<file path="src/rtl/jpeg_bit_packer_if.sv">
// jpeg_bit_packer_if
//   Bundles the codeword input stream and the byte output stream of the
//   JPEG bit packer.
//   Codeword side : in_valid, in_ready, in_code[CODE_W], in_len[6], in_flush
//   Byte side     : out_valid, out_ready, out_data[8], out_last
//   master : the environment (Huffman coder upstream plus byte sink downstream)
//   slave  : the packer itself
interface jpeg_bit_packer_if #(
    parameter int CODE_W = 32
);
    logic              in_valid;
    logic              in_ready;
    logic [CODE_W-1:0] in_code;
    logic [5:0]        in_len;
    logic              in_flush;
    logic              out_valid;
    logic              out_ready;
    logic [7:0]        out_data;
    logic              out_last;

    modport master (
        output in_valid, in_code, in_len, in_flush, out_ready,
        input  in_ready, out_valid, out_data, out_last
    );

    modport slave (
        input  in_valid, in_code, in_len, in_flush, out_ready,
        output in_ready, out_valid, out_data, out_last
    );
endinterface

</file>
<file path="src/rtl/jpeg_bit_packer.sv">
// jpeg_bit_packer
//   Packs variable-length Huffman codewords into a byte-aligned JPEG
//   entropy-coded stream. Inserts a 0x00 stuffing byte after every 0xFF data
//   byte. On end-of-image it pads the last partial byte with 1s and appends
//   the EOI marker 0xFF 0xD9.
//   Ports:
//     clk  : clock
//     rst  : synchronous active-high reset
//     bus  : jpeg_bit_packer_if.slave (codeword in, byte out, valid/ready)
//   Parameters:
//     CODE_W : maximum codeword length (in_len 0..CODE_W)
//     ACC_W  : bit accumulator width, must be >= CODE_W + 8
module jpeg_bit_packer #(
    parameter int CODE_W = 32,
    parameter int ACC_W  = 64
) (
    input  logic              clk,
    input  logic              rst,
    jpeg_bit_packer_if.slave  bus
);
    localparam int CNT_W = $clog2(ACC_W + 1);

    localparam logic [1:0] RUN    = 2'd0;
    localparam logic [1:0] STUFF  = 2'd1;
    localparam logic [1:0] EOI_FF = 2'd2;
    localparam logic [1:0] EOI_D9 = 2'd3;

    localparam logic [CNT_W-1:0] BYTE_BITS = CNT_W'(8);
    localparam logic [CNT_W-1:0] READY_MAX = CNT_W'(ACC_W - CODE_W);

    // Valid bits are left-aligned in acc_q; the top byte is always next out.
    logic [ACC_W-1:0] acc_q, acc_d;
    logic [CNT_W-1:0] cnt_q, cnt_d;
    logic             flush_pend_q, flush_pend_d;
    logic [1:0]       state_q, state_d;

    logic [7:0]       top_byte;
    logic [7:0]       pad_byte;
    logic [CODE_W-1:0] code_mask;
    logic [ACC_W-1:0] code_ext;
    logic             out_valid_s;
    logic [7:0]       out_data_s;
    logic             fire_out;
    logic             accept;

    // Scratch values for the RUN-state append (after same-cycle byte removal).
    logic [ACC_W-1:0] acc_rm;
    logic [CNT_W-1:0] cnt_rm;
    logic [CNT_W-1:0] shamt;

    assign top_byte  = acc_q[ACC_W-1 -: 8];
    // 1-bits filling the free low part of the top byte when flushing.
    assign pad_byte  = 8'hFF >> cnt_q[2:0];
    assign code_mask = ~({CODE_W{1'b1}} << bus.in_len);
    assign code_ext  = {{(ACC_W-CODE_W){1'b0}}, bus.in_code & code_mask};

    // NOTE: every signal assigned in always_comb gets a default first so no latch is inferred.
    always_comb begin
        out_valid_s = 1'b0;
        out_data_s  = 8'h00;
        case (state_q)
            RUN: begin
                out_valid_s = (cnt_q >= BYTE_BITS);
                out_data_s  = top_byte;
            end
            STUFF: begin
                out_valid_s = 1'b1;
                out_data_s  = 8'h00;
            end
            EOI_FF: begin
                out_valid_s = 1'b1;
                out_data_s  = 8'hFF;
            end
            EOI_D9: begin
                out_valid_s = 1'b1;
                out_data_s  = 8'hD9;
            end
            default: begin
                out_valid_s = 1'b0;
                out_data_s  = 8'h00;
            end
        endcase
    end

    // Outputs are forced idle while reset is held, even before the first edge.
    assign bus.out_valid = !rst && out_valid_s;
    assign bus.out_data  = rst ? 8'h00 : out_data_s;
    assign bus.out_last  = !rst && (state_q == EOI_D9);
    // Guarantees a full CODE_W codeword always fits, whatever in_len is.
    assign bus.in_ready  = !rst && (state_q == RUN) && !flush_pend_q && (cnt_q <= READY_MAX);

    assign fire_out = bus.out_valid && bus.out_ready;
    assign accept   = bus.in_valid && bus.in_ready;

    always_comb begin
        acc_d        = acc_q;
        cnt_d        = cnt_q;
        flush_pend_d = flush_pend_q;
        state_d      = state_q;
        acc_rm       = acc_q;
        cnt_rm       = cnt_q;
        shamt        = '0;

        case (state_q)
            RUN: begin
                // Byte removal happens before the append in the same cycle.
                if (fire_out) begin
                    acc_rm = acc_q << 8;
                    cnt_rm = cnt_q - BYTE_BITS;
                    if (top_byte == 8'hFF) state_d = STUFF;
                end
                acc_d = acc_rm;
                cnt_d = cnt_rm;
                if (accept) begin
                    shamt = CNT_W'(ACC_W) - cnt_rm - CNT_W'(bus.in_len);
                    acc_d = acc_rm | (code_ext << shamt);
                    cnt_d = cnt_rm + CNT_W'(bus.in_len);
                    if (bus.in_flush) flush_pend_d = 1'b1;
                end
                // Flush only acts once the partial byte is the only thing left.
                if (flush_pend_q && (cnt_q < BYTE_BITS)) begin
                    if (cnt_q == '0) begin
                        state_d = EOI_FF;
                    end else begin
                        acc_d = acc_q | {pad_byte, {(ACC_W-8){1'b0}}};
                        cnt_d = BYTE_BITS;
                    end
                end
            end
            STUFF: begin
                if (fire_out) state_d = RUN;
            end
            EOI_FF: begin
                if (fire_out) state_d = EOI_D9;
            end
            EOI_D9: begin
                if (fire_out) begin
                    state_d      = RUN;
                    flush_pend_d = 1'b0;
                end
            end
            default: begin
                state_d = RUN;
            end
        endcase
    end

    // NOTE: sequential state uses non-blocking assignments so all registers update together.
    always_ff @(posedge clk) begin
        if (rst) begin
            acc_q        <= '0;
            cnt_q        <= '0;
            flush_pend_q <= 1'b0;
            state_q      <= RUN;
        end else begin
            acc_q        <= acc_d;
            cnt_q        <= cnt_d;
            flush_pend_q <= flush_pend_d;
            state_q      <= state_d;
        end
    end
endmodule

</file>
<file path="src/flat_wrapper.sv">
// flat-port wrapper written by rule: the top's interface ports become plain ports
module jpeg_bit_packer_flat 
#(
    parameter int CODE_W = 32,
    parameter int ACC_W  = 64
)
  (clk, rst, bus_in_valid, bus_in_code, bus_in_len, bus_in_flush, bus_out_ready, bus_in_ready, bus_out_valid, bus_out_data, bus_out_last);
  jpeg_bit_packer_if #(.CODE_W(CODE_W)) bus_i ();
  input  logic clk;
  input  logic rst;
  input wire logic [$bits(bus_i.in_valid)-1:0] bus_in_valid;
  input wire logic [$bits(bus_i.in_code)-1:0] bus_in_code;
  input wire logic [$bits(bus_i.in_len)-1:0] bus_in_len;
  input wire logic [$bits(bus_i.in_flush)-1:0] bus_in_flush;
  input wire logic [$bits(bus_i.out_ready)-1:0] bus_out_ready;
  output wire logic [$bits(bus_i.in_ready)-1:0] bus_in_ready;
  output wire logic [$bits(bus_i.out_valid)-1:0] bus_out_valid;
  output wire logic [$bits(bus_i.out_data)-1:0] bus_out_data;
  output wire logic [$bits(bus_i.out_last)-1:0] bus_out_last;
  assign bus_i.in_valid = bus_in_valid;
  assign bus_i.in_code = bus_in_code;
  assign bus_i.in_len = bus_in_len;
  assign bus_i.in_flush = bus_in_flush;
  assign bus_i.out_ready = bus_out_ready;
  assign bus_in_ready = bus_i.in_ready;
  assign bus_out_valid = bus_i.out_valid;
  assign bus_out_data = bus_i.out_data;
  assign bus_out_last = bus_i.out_last;
  jpeg_bit_packer #(.CODE_W(CODE_W), .ACC_W(ACC_W)) u_core (.clk(clk), .rst(rst), .bus(bus_i));
endmodule
</file>
<file path="config.mk">
export PLATFORM = sky130hd
export DESIGN_NAME = jpeg_bit_packer_flat
export DESIGN_NICKNAME = d
export VERILOG_FILES = /design/src/rtl/jpeg_bit_packer_if.sv /design/src/rtl/jpeg_bit_packer.sv /design/src/flat_wrapper.sv
export SDC_FILE = /design/constraint.sdc
export NUM_CORES = 1
export LEC_CHECK = 0
export ABC_CLOCK_PERIOD_IN_PS = 4800
export CORE_AREA = 2 2 140 197
export DETAILED_ROUTE_END_ITERATION = 10
export DIE_AREA = 0 0 142 199
export PLACE_DENSITY = 0.58
export SKIP_LAST_GASP = 1
export SYNTH_ARGS = -nofsm -noshare
export SYNTH_HDL_FRONTEND = slang
export SYNTH_SLANG_ARGS = --single-unit
</file>
<file path="constraint.sdc">
create_clock -name clk -period 4.8 [get_ports clk]
set_input_delay 0.96 -clock clk [delete_from_list [all_inputs] [get_ports clk]]
set_output_delay 0.96 -clock clk [all_outputs]
set_load 0.05 [all_outputs]
</file>
* Yosys cells after proc, flatten, opt, wreduce, memory -nomap -nowiden *
Cells that the tools add are included.

storage, ports and cells
  output and inout port bits = 11
  bits in registers = 74

cells by class
  shifts and indexed selects = 3
  eq/ne operators = 9
  mux-type cells = 24
  $lt $le $gt $ge = 3
  reduce and logical (&&, ||, !) cells = 17
  add/sub/neg operators = 4
  bitwise logic cells = 4

operator list
  cell                                                               count
  2-to-1 mux 64 bit                                                  5
  bitwise OR 64 bit                                                  2
  << shifter 32 x 7 -> 64 bit                                        1
  2-to-1 mux 7 bit                                                   5
  bitwise AND 32 bit                                                 1
  inverter 32 bit                                                    1
  case mux 8 bit (4 select lines)                                    1
  << shifter 32 x 6 -> 32 bit, first input constant                  1
  2-to-1 mux 2 bit                                                   6
  equality test 8 bit, second input constant                         1
  logical AND 1 bit                                                  8
  2-to-1 mux 8 bit                                                   1
  inequality test 2 x 1 -> 1 bit, second input constant              4
  right shift 8 x 3 -> 8 bit, first input constant                   1
  adder 7 x 6 -> 7 bit                                               1
  greater-or-equal comparator 7 x 4 -> 1 bit, second input constant  1
  <= comparator 7 x 6 -> 1 bit, second input constant                1
  zero test 7 bit                                                    1
  less-than comparator 7 x 4 -> 1 bit, second input constant         1
  subtractor 7 x 4 -> 7 bit, second input constant                   1
  subtractor 7 x 6 -> 7 bit                                          1
  subtractor 7 bit, first input constant                             1
  case mux 2 bit (3 select lines)                                    1
  equality test 2 bit, second input constant                         2
  other kinds (11)                                                   15

* Depth between registers and ports, before layout *
  depth after elaboration = 14
  depth in mapped cells = 22
  gate-level depth less buffers = 17

* Worst setup path before layout *
No wires, ideal clock.

  path type = reg-to-reg
  start point = reg u_core.cnt_q[3]
  end point = reg u_core.acc_q[55]
  setup slack = 0.179 ns
  path buffers = 6
  arrival = 4.530 ns
  setup time = 0.091 ns
  required time = 4.709 ns
  cell stages (with the launch flop) = 20
  cell sequence = dfxtp_1 > clkbuf_1 > inv_1 > ha_1 > nor3b_2 > and3_1 > buf_6 > nor2_1 > xnor2_1 > ha_1 > ha_1 > xnor2_1 > clkbuf_1 > clkbuf_1 > buf_1 > clkbuf_1 > o21ai_0 > o22ai_1 > nand3_1 > a311oi_1

on the way
  word-level cells in the longest chain between the ends = 13
  elaborated cells between the ends (all ways) = 22

RTL lines
  element                                     RTL line                source
  from (decl)                                 jpeg_bit_packer.sv:33   logic [CNT_W-1:0] cnt_q, cnt_d;
  from (signal assigned)                      jpeg_bit_packer.sv:157  cnt_q <= cnt_d;
  greater-or-equal comparator 7 x 4 -> 1 bit  jpeg_bit_packer.sv:63   out_valid_s = (cnt_q >= BYTE_BITS);
  case mux 1 bit (2 select lines)             jpeg_bit_packer.sv:61   case (state_q)
  logical AND 1 bit                           jpeg_bit_packer.sv:86   assign bus.out_valid = !rst && out_valid_s;
  logical AND 1 bit                           jpeg_bit_packer.sv:92   assign fire_out = bus.out_valid && bus.out_ready;
  2-to-1 mux 7 bit                            jpeg_bit_packer.sv:107  if (fire_out) begin
  2-to-1 mux 7 bit                            jpeg_bit_packer.sv:104  case (state_q)
  subtractor 7 bit                            jpeg_bit_packer.sv:115  shamt = CNT_W'(ACC_W) - cnt_rm - CNT_W'(bus.in_len);
  subtractor 7 x 6 -> 7 bit                   jpeg_bit_packer.sv:115
  << shifter 32 x 7 -> 64 bit                 jpeg_bit_packer.sv:116  acc_d = acc_rm | (code_ext << shamt);
  bitwise OR 64 bit                           jpeg_bit_packer.sv:116
  2-to-1 mux 64 bit                           jpeg_bit_packer.sv:114  if (accept) begin
  2-to-1 mux 64 bit                           jpeg_bit_packer.sv:122  if (cnt_q == '0) begin
  2-to-1 mux 64 bit *                         jpeg_bit_packer.sv:121  if (flush_pend_q && (cnt_q < BYTE_BITS)) begin
  to (signal assigned)                        jpeg_bit_packer.sv:151  acc_q <= '0;
  to (signal assigned)                        jpeg_bit_packer.sv:156  acc_q <= acc_d;
  to (decl)                                   jpeg_bit_packer.sv:32   logic [ACC_W-1:0] acc_q, acc_d;

Mark *: on every way between the ends. The rest lies on a longest branch, timed or not. The select of a mux whose other input is x is not followed.
A chain may end at the register's enable or synchronous reset.

* Worst setup path in the final report *
  start point = reg u_core.cnt_q[4]
  end point = reg u_core.acc_q[56]

Same word-level chain as after synthesis.

==> flow_summary.html <==
<table>
<tr><th>Metric</th><th>Value</th></tr>
<tr><th colspan="2">Synthesis</th></tr>
<tr><td>Leading post-synthesis cells by cell area</td><td>sky130_fd_sc_hd__dfxtp_1 19%, sky130_fd_sc_hd__nand2_1 6.9%, sky130_fd_sc_hd__nor2_1 6.9%</td></tr>
<tr><td>Cells after synthesis</td><td>1131</td></tr>
<tr><td>Mapped Avg Cell Area</td><td>6.95 µm²</td></tr>
<tr><td>Async set or reset register ratio after synthesis</td><td>0%</td></tr>
<tr><td>Cell taking the most area after synthesis</td><td>sky130_fd_sc_hd__dfxtp_1</td></tr>
<tr><td>Area share of the largest cell type after synthesis</td><td>18.8%</td></tr>
<tr><td>Most frequently used flop master after synthesis</td><td>sky130_fd_sc_hd__dfxtp_1</td></tr>
<tr><td>Sequential-to-total area share from yosys stat</td><td>18.8%</td></tr>
<tr><td>Number of warning messages in the yosys log</td><td>0</td></tr>
<tr><td>Number of enable-type register cells in the synthesized netlist</td><td>0</td></tr>
<tr><td>Synth Net Count</td><td>approximately 1200</td></tr>
<tr><td>Synthesized cell area</td><td>7860 µm²</td></tr>
<tr><td>Synth Register Bits</td><td>74</td></tr>
<tr><td>Distinct cell type count of the synthesized netlist</td><td>87</td></tr>
<tr><th colspan="2">STA</th></tr>
<tr><td>Worst hold-check slack</td><td>473 ps</td></tr>
<tr><td>Achievable Freq</td><td>approximately 220 MHz</td></tr>
<tr><td>RSZ-0062 raised after global routing</td><td>no</td></tr>
<tr><td>Fin crit period</td><td>4550 ps</td></tr>
<tr><td>Ratio of final minimum period to clock period</td><td>94.8%</td></tr>
<tr><td>Worst Clk Skew</td><td>~6.9 ps</td></tr>
<tr><td>Slew at the pin with the worst max-slew slack</td><td>between 800 and 900 ps</td></tr>
<tr><td>Number of setup violations in the final report</td><td>0</td></tr>
<tr><td>Max-slew violation total from the final report</td><td>0</td></tr>
<tr><td>Total count of hold-check failures in the final report</td><td>0</td></tr>
<tr><td>Worst slew slack as a fraction of its limit</td><td>40.3%</td></tr>
<tr><th colspan="2">Power</th></tr>
<tr><td>Leakage power</td><td>around 0.0036 µW</td></tr>
<tr><td>Cell area power density</td><td>936 nW/µm²</td></tr>
<tr><td>Maximum ir drop on the vdd rail</td><td>0.000460 V</td></tr>
<tr><td>Overall power of the completed layout</td><td>8980 µW</td></tr>
<tr><th colspan="2">Clock tree</th></tr>
<tr><td>Clk sinks</td><td>74</td></tr>
<tr><td>Bufs on Longest Clock Path</td><td>2</td></tr>
<tr><td>Count of H-tree levels built during CTS</td><td>3</td></tr>
<tr><td>Number of buffers inserted during clock tree synthesis</td><td>9</td></tr>
<tr><td>Buffer count from post-CTS setup fixing</td><td>0</td></tr>
<tr><td>Clock network latency to the later pin of the worst-skew pair</td><td>350 ps</td></tr>
<tr><td>Clock tree from TritonCTS</td><td>built</td></tr>
<tr><td>Cell at the root of the clock tree</td><td>sky130_fd_sc_hd__clkbuf_16</td></tr>
<tr><td>Clock transition at the registers of the reported paths</td><td>70 ps</td></tr>
<tr><th colspan="2">Hold path</th></tr>
<tr><td>Min-delay worst type</td><td>reg2reg</td></tr>
<tr><td>Hold path depth</td><td>2</td></tr>
<tr><td>Worst hold endpoint</td><td>u_core.acc_q[25]$_SDFFE_PP0P_</td></tr>
<tr><td>Startpoint of the lowest-slack hold path</td><td>u_core.acc_q[17]$_SDFFE_PP0P_</td></tr>
<tr><th colspan="2">Worst setup path</th></tr>
<tr><td>Reg-to-Reg End</td><td>u_core.acc_q[56]$_SDFFE_PP0P_</td></tr>
<tr><td>CP Capture Type</td><td>register</td></tr>
<tr><td>CP Class</td><td>reg2reg</td></tr>
<tr><td>Cell depth of the worst flop-to-flop path</td><td>17</td></tr>
<tr><td>Flop-to-flop setup slack</td><td>250 ps</td></tr>
<tr><td>Largest fanout on the critical path</td><td>13</td></tr>
<tr><td>Startpoint kind of the worst setup timing path</td><td>register</td></tr>
<tr><td>CP Data Required Time</td><td>between 5000 and 6000 ps</td></tr>
<tr><td>Critical R2R Launch</td><td>u_core.cnt_q[4]$_SDFFE_PP0P_</td></tr>
<tr><td>Data arrival time of the critical path</td><td>between 4000 and 5000 ps</td></tr>
<tr><th colspan="2">Routing</th></tr>
<tr><td>Average detailed-routed wire length per instance</td><td>20.8 µm</td></tr>
<tr><td>Post-route antenna net violation count</td><td>0</td></tr>
<tr><td>Wire length after detailed routing</td><td>31.6 mm</td></tr>
<tr><td>Average via count per standard cell</td><td>slightly above 6</td></tr>
<tr><td>Overall via count from detail_route</td><td>9249</td></tr>
<tr><td>1st-pass router iterations</td><td>7</td></tr>
<tr><td>Drt initial violations</td><td>769</td></tr>
<tr><td>DRC</td><td>0</td></tr>
<tr><th colspan="2">Global route</th></tr>
<tr><td>Global-route total usage across every layer</td><td>22.6%</td></tr>
<tr><td>Remaining global-route overflow</td><td>0</td></tr>
<tr><td>Antenna violations before repair</td><td>0</td></tr>
<tr><td>First-pass GRT wire length</td><td>approximately 50 mm</td></tr>
<tr><td>Maximum number of pins on one net before global-route repair</td><td>74</td></tr>
<tr><td>Via count of the first global-routing pass</td><td>8993</td></tr>
<tr><th colspan="2">Floorplan</th></tr>
<tr><td>Vert. Die Dim</td><td>199 µm</td></tr>
<tr><td>Core Area</td><td>26600 µm²</td></tr>
<tr><td>Core Rows</td><td>71</td></tr>
<tr><td>Starting utilization of the core area</td><td>29.6%</td></tr>
<tr><td>X dimension of the die</td><td>142 µm</td></tr>
<tr><td>Area of the die</td><td>28300 µm²</td></tr>
<tr><td>IO Count</td><td>between 50 and 60</td></tr>
<tr><th colspan="2">Job</th></tr>
<tr><td>Maximum Capacitance Violations</td><td>0</td></tr>
<tr><th colspan="2">Finish</th></tr>
<tr><td>Proportion of layout cells with a drive suffix above 1</td><td>13.4%</td></tr>
<tr><td>Highest-count cells in the layout ignoring fill and taps</td><td>145 x sky130_fd_sc_hd__nand2_1, 141 x sky130_fd_sc_hd__nor2_1, 80 x sky130_fd_sc_hd__buf_4</td></tr>
<tr><td>Most common cell after layout, fill and taps aside</td><td>sky130_fd_sc_hd__nand2_1</td></tr>
<tr><td>Synthesis-to-layout area growth</td><td>22.1%</td></tr>
<tr><td>Net count, final</td><td>1245</td></tr>
<tr><td>Antenna fix cells</td><td>0</td></tr>
<tr><th colspan="2">Placed design</th></tr>
<tr><td>Final GP Congestion</td><td>0.996</td></tr>
<tr><td>Quantity of I/O buffers inserted on ports</td><td>53</td></tr>
<tr><td>HPWL after detailed placement</td><td>24.4 mm</td></tr>
<tr><th colspan="2">Run status</th></tr>
<tr><td>Result of the run</td><td>finished, final reports clean</td></tr>
</table>
-- synth_stat cells (all sizes together), types with 7 or more instances --
cell type  count
inv           25
ha            18
a22oi         12
nand2        145
a21o           8
mux4           8
xor2           7
nor4          14
dfxtp         74
a221oi         9
nand3         40
mux2           7
or3            9
nand4         18
nor3          40
a31oi         35
nor2         144
buf           35
o21a           7
o211ai        18
and2           9
or2           13
or4            9
clkbuf        68
a21oi         49
a32oi         14
a211oi        45
and3          11
a41oi          7
o21ai         60
o22ai         15
a221o          8
mux2i         32
nand2b        12
-- worst max-delay path, cell delays in order, from the launching register on --
cell                        delay (ps)
sky130_fd_sc_hd__dfxtp_1           350
sky130_fd_sc_hd__inv_1             100
sky130_fd_sc_hd__ha_1              150
sky130_fd_sc_hd__or4b_4            510
sky130_fd_sc_hd__and3_1            230
sky130_fd_sc_hd__nor2_2            160
sky130_fd_sc_hd__xnor2_1           210
sky130_fd_sc_hd__ha_1              320
sky130_fd_sc_hd__ha_1              330
sky130_fd_sc_hd__xnor2_2           530
sky130_fd_sc_hd__buf_4             260
sky130_fd_sc_hd__buf_4             190
sky130_fd_sc_hd__o211a_1           160
sky130_fd_sc_hd__o2bb2ai_1         120
sky130_fd_sc_hd__o21ai_0           160
sky130_fd_sc_hd__nand2_1           140
sky130_fd_sc_hd__nand4b_1          260
sky130_fd_sc_hd__a211oi_1          280
-- kinds of logic (layout without fill, tap and decap cells) --
group	Yosys count	after routing	synth area share (%)
simple gates	479	479	28.5
fa+ha+maj	20	20	3.37
xor+xnor	13	13	1.45
mux	47	47	7.37
compound gates	369	369	33.7
buf+inv	129	185	6.73
flops	74	74	18.8
-- per-stage QoR --
stage / util (%) / cells / cell area, µm² / setup TNS, ps / setup WS (ps)
global route: 36.1 / 1515 / 9600 / 0 / 6.12
finish: 36.1 / 1515 / 9600 / 0 / 249
floorplan: - / 1131 / 7860 / 0 / 179
global placement: 34.7 / 1499 / 9230 / -116 / -116
CTS: 36.1 / 1515 / 9580 / 0 / 74.2
detailed placement: 34.7 / 1499 / 9230 / -159 / -159
-- layout make-up --
type	instances	area [µm²]
repair buffers	143	1330
clock inverters	7	124
inverters	26	97.6
clock buffers	9	225
well taps	328	410
flip-flops and latches	74	1480
fillers	2813	17000
multi-input cells	928	5930
-- state kept, by name (all words and copies together), names as in the netlist --
signal / cells
u_core.acc_q: 64
u_core.cnt_q: 7
u_core.flush_pend_q: 1
u_core.state_q: 2
-- repair_timing --
| action | in CTS | in global routing |
|---|---|---|
| resized for setup | 0 | 3 |
| endpoints found under the hold margin | 0 | 0 |
| setup endpoints to repair | 0 | 5 |
| hold buffers | 0 | 0 |
-- worst max-delay path by stage --
stage	from	endpoint	slack, ps	cells past startpoint
final	u_core.cnt_q[4]$_SDFFE_PP0P_	u_core.acc_q[56]$_SDFFE_PP0P_	250	17
after global routing	u_core.cnt_q[4]$_SDFFE_PP0P_	u_core.acc_q[55]$_SDFFE_PP0P_	6	19
after CTS	u_core.cnt_q[3]$_SDFFE_PP0P_	u_core.acc_q[59]$_SDFFE_PP0P_	70	18
after detailed placement	bus_out_ready	u_core.acc_q[59]$_SDFFE_PP0P_	-160	16
after global placement	bus_out_ready	u_core.acc_q[59]$_SDFFE_PP0P_	-120	16
after floorplan	u_core.cnt_q[3]$_SDFFE_PP0P_	u_core.acc_q[55]$_SDFFE_PP0P_	180	19
-- power breakdown --
part / switching, µW / internal, µW
combinational: 4350 / 2830
clock: 295 / 513
sequential: 183 / 812
total: 4830 / 4150
-- layer usage --
layer  global-route usage [%]  vias up  wire [µm]
met2                     37.1      326      14800
met3                     2.19      100       1290
met5                        0        -          0
met4                     16.7        0       2450
li1                         -     4382          -
met1                     27.4     4441      13000
Power figures use the tool's default switching activity.
